`src/rtl/clock_set_ctrl.sv`:
```
// Clock timekeeping and time-set controller.
// Owns h/m/s registers, the 1 Hz prescaler and the set-mode cursor FSM.
module clock_set_ctrl #(
    parameter int CLK_HZ     = 50000000,
    parameter int REPEAT_DLY = 25000000,
    parameter int REPEAT_PER = 5000000
) (
    input  logic       i_clk,
    input  logic       i_rstn,
    input  logic       i_mode,
    input  logic       i_up,
    input  logic       i_down,
    input  logic       i_left,
    input  logic       i_right,
    output logic [5:0] o_sec,
    output logic [5:0] o_min,
    output logic [4:0] o_hr,
    output logic       o_setting,
    output logic [1:0] o_field,
    output logic       o_tick
);
    localparam int PW   = $clog2(CLK_HZ);
    localparam int RMAX = (REPEAT_DLY > REPEAT_PER) ? REPEAT_DLY : REPEAT_PER;
    localparam int RW   = $clog2(RMAX + 1);

    localparam logic [PW-1:0] PRE_TOP = PW'(CLK_HZ - 1);
    localparam logic [RW-1:0] DLY_V   = RW'(REPEAT_DLY);
    localparam logic [RW-1:0] PER_V   = RW'(REPEAT_PER);

    localparam int B_MODE = 4;
    localparam int B_UP   = 3;
    localparam int B_DN   = 2;
    localparam int B_LT   = 1;
    localparam int B_RT   = 0;

    typedef enum logic [1:0] {
        RUN     = 2'd0,
        SET_SEC = 2'd1,
        SET_MIN = 2'd2,
        SET_HR  = 2'd3
    } state_t;

    state_t        state;
    state_t        state_nx;
    logic [PW-1:0] pre_cnt;
    logic [RW-1:0] rpt_cnt;
    logic [RW-1:0] rpt_lim;
    logic          rpt_on;
    logic          rpt_per;
    logic          rpt_dn;
    logic          armed;
    logic [4:0]    btn;
    logic [4:0]    btn_q;
    logic [4:0]    btn_qq;
    logic [4:0]    press;
    logic          both_ud;
    logic          mv_l;
    logic          mv_r;
    logic          rpt_hold;
    logic          rpt_fire;
    logic          step_up;
    logic          step_dn;
    logic [5:0]    sec_w;
    logic [5:0]    min_w;
    logic [4:0]    hr_w;

    assign btn      = {i_mode, i_up, i_down, i_left, i_right};
    assign press    = btn_q & ~btn_qq;
    assign both_ud  = btn_q[B_UP] & btn_q[B_DN];
    assign mv_l     = press[B_LT] & ~press[B_RT];
    assign mv_r     = press[B_RT] & ~press[B_LT];
    assign rpt_hold = rpt_on & (rpt_dn ? btn_q[B_DN] : btn_q[B_UP]);
    assign rpt_lim  = rpt_per ? PER_V : DLY_V;
    assign rpt_fire = rpt_hold & (rpt_cnt == rpt_lim);

    always_comb begin
        step_up = 1'b0;
        step_dn = 1'b0;
        if (state != RUN && !press[B_MODE] && !both_ud) begin
            if (press[B_UP]) begin
                step_up = 1'b1;
            end else if (press[B_DN]) begin
                step_dn = 1'b1;
            end else if (rpt_fire) begin
                step_up = ~rpt_dn;
                step_dn = rpt_dn;
            end
        end
    end

    // Wrapped +/-1 candidates; only the selected field takes its value.
    always_comb begin
        sec_w = o_sec;
        min_w = o_min;
        hr_w  = o_hr;
        if (step_up) begin
            sec_w = (o_sec == 6'd59) ? 6'd0 : o_sec + 6'd1;
            min_w = (o_min == 6'd59) ? 6'd0 : o_min + 6'd1;
            hr_w  = (o_hr == 5'd23) ? 5'd0 : o_hr + 5'd1;
        end else if (step_dn) begin
            sec_w = (o_sec == 6'd0) ? 6'd59 : o_sec - 6'd1;
            min_w = (o_min == 6'd0) ? 6'd59 : o_min - 6'd1;
            hr_w  = (o_hr == 5'd0) ? 5'd23 : o_hr - 5'd1;
        end
    end

    always_comb begin
        state_nx = state;
        if (press[B_MODE]) begin
            state_nx = (state == RUN) ? SET_HR : RUN;
        end else if (state != RUN && (mv_l || mv_r)) begin
            unique case (state)
                SET_SEC: state_nx = mv_l ? SET_MIN : SET_HR;
                SET_MIN: state_nx = mv_l ? SET_HR : SET_SEC;
                SET_HR:  state_nx = mv_l ? SET_SEC : SET_MIN;
                default: state_nx = state;
            endcase
        end
    end

    always_ff @(posedge i_clk or negedge i_rstn) begin
        if (!i_rstn) begin
            state     <= RUN;
            pre_cnt   <= '0;
            rpt_cnt   <= '0;
            rpt_on    <= 1'b0;
            rpt_per   <= 1'b0;
            rpt_dn    <= 1'b0;
            armed     <= 1'b0;
            btn_q     <= '0;
            btn_qq    <= '0;
            o_sec     <= '0;
            o_min     <= '0;
            o_hr      <= '0;
            o_setting <= 1'b0;
            o_field   <= '0;
            o_tick    <= 1'b0;
        end else begin
            // First sample after reset seeds both stages so held buttons are not presses.
            armed     <= 1'b1;
            btn_q     <= btn;
            btn_qq    <= armed ? btn_q : btn;
            state     <= state_nx;
            o_setting <= (state_nx != RUN);
            o_field   <= state_nx;
            o_tick    <= 1'b0;
            if (state == RUN) begin
                rpt_on  <= 1'b0;
                rpt_per <= 1'b0;
                rpt_cnt <= '0;
                if (press[B_MODE]) begin
                    pre_cnt <= '0;
                end else if (pre_cnt == PRE_TOP) begin
                    pre_cnt <= '0;
                    o_tick  <= 1'b1;
                    if (o_sec == 6'd59) begin
                        o_sec <= '0;
                        if (o_min == 6'd59) begin
                            o_min <= '0;
                            o_hr  <= (o_hr == 5'd23) ? 5'd0 : o_hr + 5'd1;
                        end else begin
                            o_min <= o_min + 6'd1;
                        end
                    end else begin
                        o_sec <= o_sec + 6'd1;
                    end
                end else begin
                    pre_cnt <= pre_cnt + 1'b1;
                end
            end else begin
                pre_cnt <= '0;
                if (state == SET_SEC) o_sec <= sec_w;
                if (state == SET_MIN) o_min <= min_w;
                if (state == SET_HR)  o_hr  <= hr_w;
                if (press[B_MODE] || both_ud || mv_l || mv_r) begin
                    rpt_on  <= 1'b0;
                    rpt_per <= 1'b0;
                    rpt_cnt <= '0;
                end else if (press[B_UP] || press[B_DN]) begin
                    rpt_on  <= 1'b1;
                    rpt_per <= 1'b0;
                    rpt_dn  <= ~press[B_UP];
                    rpt_cnt <= RW'(1);
                end else if (rpt_hold) begin
                    if (rpt_fire) begin
                        rpt_per <= 1'b1;
                        rpt_cnt <= RW'(1);
                    end else begin
                        rpt_cnt <= rpt_cnt + 1'b1;
                    end
                end else begin
                    rpt_on  <= 1'b0;
                    rpt_per <= 1'b0;
                    rpt_cnt <= '0;
                end
            end
        end
    end
endmodule
```
`config.mk`:
```
export PLATFORM = sky130hd
export DESIGN_NAME = clock_set_ctrl
export DESIGN_NICKNAME = d
export VERILOG_FILES = /design/src/rtl/clock_set_ctrl.sv
export SDC_FILE = /design/constraint.sdc
export NUM_CORES = 1
export LEC_CHECK = 0
export CAP_MARGIN = 40
export CORE_MARGIN = 5
export CORE_UTILIZATION = 25
export DETAILED_ROUTE_END_ITERATION = 12
export HOLD_SLACK_MARGIN = 0.06
export SYNTH_ARGS = -nofsm -noshare
export SYNTH_HDL_FRONTEND = slang
export SYNTH_SLANG_ARGS = --single-unit
```
`constraint.sdc`:
```
create_clock -name i_clk -period 2.2 [get_ports i_clk]
set_input_delay 0.33 -clock i_clk [delete_from_list [all_inputs] [get_ports i_clk]]
set_output_delay 0.33 -clock i_clk [all_outputs]
set_load 0.01 [all_outputs]
```
==> impl_metrics.csv <==
group,metric,value,unit
worst_setup_path,crit_path_end_kind,"flop",
flow_run,drv_cap,0,
worst_setup_path,max_stage_delay,0.46,ns
finish,drive_above_1_share,18.3,%
routing,routed_wirelength,10900,um
clock_tree,cts.clk_slew.worst_paths,0.07,ns
logic_synthesis,synth_compound_area_share,11.5,%
status,violations,"setup timing",
logic_synthesis,muxShareOfSynthArea,2.32,%
min_path,hp-class,"in2async",
power_and_ir_drop,clkPwrFrac,24.2,%
placement,place_hpwl,7630,um
grt,grt_first_pass_wirelength,18500,um
logic_synthesis,synth_simple_gate_area_share,25.5,%
logic_synthesis,ys_seq_area_share,44.8,%
grt,grt_overflow,0,
routing,drt-wirelength-per-cell,12.5,um
placement,dpl.cell_count,849,
logic_synthesis,yosys.area_share.adder,3.39,%
placement,gp_congestion,0.804,
clock_tree,htree_num_levels,3,
logic_synthesis,ys.flop_type,"dfrtp_1",
routing,detail-route-antenna-nets,0,
power_and_ir_drop,sequentialPowerShare,32.2,%
finish,stdcell_count,871,
logic_synthesis,ys_seq_elements,86,
logic_synthesis,async_reset_ff_share,100,%
finish,design_area,6290,um^2
timing,fmax,409,MHz
logic_synthesis,synth_edf_count,0,
routing,firstDrtPassIters,4,
grt,antenna_found_initial,0,
logic_synthesis,ys_warn_count,0,
die,boundaryPins,28,
logic_synthesis,syn_area,4800,um^2
logic_synthesis,synth_xor_area_share,9.12,%
finish,n_fill_cell,1949,
clock_tree,clock_latency,0.34,ns
timing,hold_viol_final,0,
power_and_ir_drop,share_comb_of_total_power,43.6,%
routing,drc,0,
logic_synthesis,synth_fp_nets,537,
timing,fin_tns_setup,-3.19,ns
clock_tree,cts_tree,"built",
finish,multiInputGateArea,2560,um^2
power_and_ir_drop,power.total,6320,uW
placement,place_area,5820,um^2
worst_setup_path,crit_required,2.47,ns
power_and_ir_drop,p_leak,0.00260,uW
grt,grt_pass1_vias,3825,
finish,num_antenna_cells,0,
die,dieArea,22100,um^2
logic_synthesis,synth_top_family_by_area,"simple AND/OR/NAND/NOR gates",
finish,nets,626,
die,fp.dieH,149,um
power_and_ir_drop,internal_power,4060,uW
die,die_x,149,um
finish,final-seq-area,2150,um^2
power_and_ir_drop,netSwitchingFraction,35.8,%
timing,clock_skew,0.00803,ns
finish,area_delta_synth_final,30.9,%
clock_tree,clkSinkCount,86,
clock_tree,clockRootBuffer,"clkbuf_16",
timing,setup_viol,17,
placement,io_buffers,27,
worst_setup_path,cp.arrival,2.71,ns
timing,layout_setup_ws,-0.246,ns
die,row_count,50,
routing,viasPerCell,4.45,
clock_tree,cts_made_buffers,9,
grt,track_usage,10.0,%
timing,period_needed,2.45,ns
logic_synthesis,postSynthCellCount,517,
timing,slew_viol_final,0,
power_and_ir_drop,power.net_switching,2260,uW
logic_synthesis,synth_cell_types,58,
grt,grt_max_degree,65,
worst_setup_path,path_cells,"inv_1 -> ha_1 -> or4bb_4 -> nor4_4 -> o211ai_4 -> a22oi_4 -> buf_12 -> mux2_4 -> nand2_1 -> xnor2_1",
power_and_ir_drop,power_density,1000,nW/um^2
status,status,"finished, violations left",
worst_setup_path,cp_slowest_cell,"or4bb_4",
worst_setup_path,worstSetupStartpointType,"flop",
power_and_ir_drop,vdd_ir_drop_max,733,uV
die,core,18800,um^2
logic_synthesis,syn_area_per_cell,9.29,um^2
clock_tree,clk_path_buf_depth,2,
die,start_util,25.5,%
routing,vias,3880,
timing,rsz0062_at_grt,"true",
worst_setup_path,criticalPathCategory,"reg2reg",
worst_setup_path,crit_fanout,16,
timing,finalCritPeriodShare,111,%
routing,drt_iter0_drc,198,
[layer usage]
layer	part of all wire [%]	track usage (%)
met5	0	0
met4	1.7	3.79
met3	2.9	1.68
met2	45	15.3
met1	50	14.3
[sequential cells by signal (all words and copies together), names as in the netlist]
register   cells
state          2
rpt_on         1
btn_qq         5
o_tick         1
pre_cnt       26
rpt_per        1
o_hr           5
o_setting      1
o_min          6
armed          1
o_sec          6
btn_q          5
rpt_cnt       25
rpt_dn         1
[final timing paths]
kind / start / endpoint / slack (ns) / cells after the start
max: rpt_cnt[0] / o_hr[2] / -0.25 / 10
min: i_rstn / pre_cnt[9] / 0.46 / 2
max reg2reg: rpt_cnt[0] / o_hr[2] / -0.25 / 10
min reg2reg: btn_q[1] / btn_qq[1] / 0.49 / 1
max in group asynchronous: i_rstn / rpt_cnt[18] / 1.10 / 3
min in group i_clk: i_right / btn_q[0] / 0.46 / 1
[logic make-up after synthesis]
group | count (synthesis)
simple gates | 244
flops | 86
compound gates | 81
xor+xnor | 50
buf+inv | 32
fa+ha+maj | 13
mux | 10
other cells | 1
[area by class of cell]
class	count	share of cell area, %
Multi-Input combinational cell	399	40.7
Sequential cell	86	34.2
Timing Repair Buffer	98	14.4
Tap cell	260	5.18
Clock buffer	9	3.58
Clock inverter	7	1.19
Inverter	12	0.717
[power by group through the flow]
stage | clock network, uW | registers, uW | logic [uW]
after floorplan | 0 | 2110 | 1530
after global placement | 0 | 2060 | 2650
after detailed placement | 0 | 2060 | 2650
after CTS | 1570 | 2030 | 2700
after global routing | 1640 | 2070 | 3060
final | 1530 | 2030 | 2750
[timing repair]
action | CTS | global route
resized for setup | 2 | 23
buffers inserted | 0 | 3
gates cloned | 0 | 3
endpoints found under the setup margin | 17 | 40
hold buffers | 1 | 0
endpoints found under the hold margin | 22 | 0
pin swaps | 0 | 3
[Yosys cell counts, types with 5 or more instances]
| cell | n | share of area, % |
|---|---|---|
| mux2_2 | 5 | 1.2 |
| inv_1 | 12 | 0.94 |
| dfrtp_1 | 86 | 45 |
| o31ai_1 | 6 | 0.94 |
| nand3_1 | 23 | 2.4 |
| buf_6 | 5 | 1.2 |
| nor3_1 | 11 | 1.1 |
| or3_1 | 8 | 1.0 |
| xnor2_1 | 14 | 2.6 |
| nand2_1 | 49 | 3.8 |
| ha_1 | 13 | 3.4 |
| nor2b_1 | 9 | 1.2 |
| clkbuf_1 | 15 | 1.2 |
| a21oi_1 | 19 | 2.0 |
| o21ai_0 | 22 | 2.3 |
| nand4_1 | 12 | 1.6 |
| and3_1 | 15 | 2.0 |
| xor2_1 | 36 | 6.6 |
| o21ai_1 | 6 | 0.63 |
| nor2_1 | 81 | 6.3 |
| nand2b_1 | 8 | 1.0 |
[critical path, delay by kind of cell (launching register included)]
family	cells	cell delay, ns
and+or+nand+nor	3	0.88
AOI/OAI and AO/OA	2	0.36
buffers and inverters	2	0.24
adders and majority gates	1	0.13
muxes	1	0.30
xor gates and xnor gates	1	0.11
DFF	1	0.38
[placed cells by master (no fill, tap or decap), types with 12 or more instances in the layout]
| cell type | n |
|---|---|
| nand2_1 | 48 |
| clkdlybuf4s50_1 | 26 |
| inv_1 | 12 |
| xor2_1 | 36 |
| and3_1 | 15 |
| buf_4 | 60 |
| o21ai_1 | 15 |
| nor2_1 | 81 |
| nand4_1 | 12 |
| xnor2_1 | 14 |
| o21ai_0 | 12 |
| dfrtp_1 | 86 |
| a21oi_1 | 18 |
| ha_1 | 13 |
| nand3_1 | 23 |
[through the flow]
step | util [%] | hold slack (ns) | setup WS (ns)
finish | 33.4 | 0.457 | -0.246
global route | 33.4 | 0.452 | -0.344
CTS | 32.7 | 0.446 | -0.260
detailed placement | 30.9 | 0.258 | -0.298
global placement | 30.9 | 0.258 | -0.238
floorplan | - | 0.0344 | -0.152
Note: power is estimated with default switching activity, not from simulation.
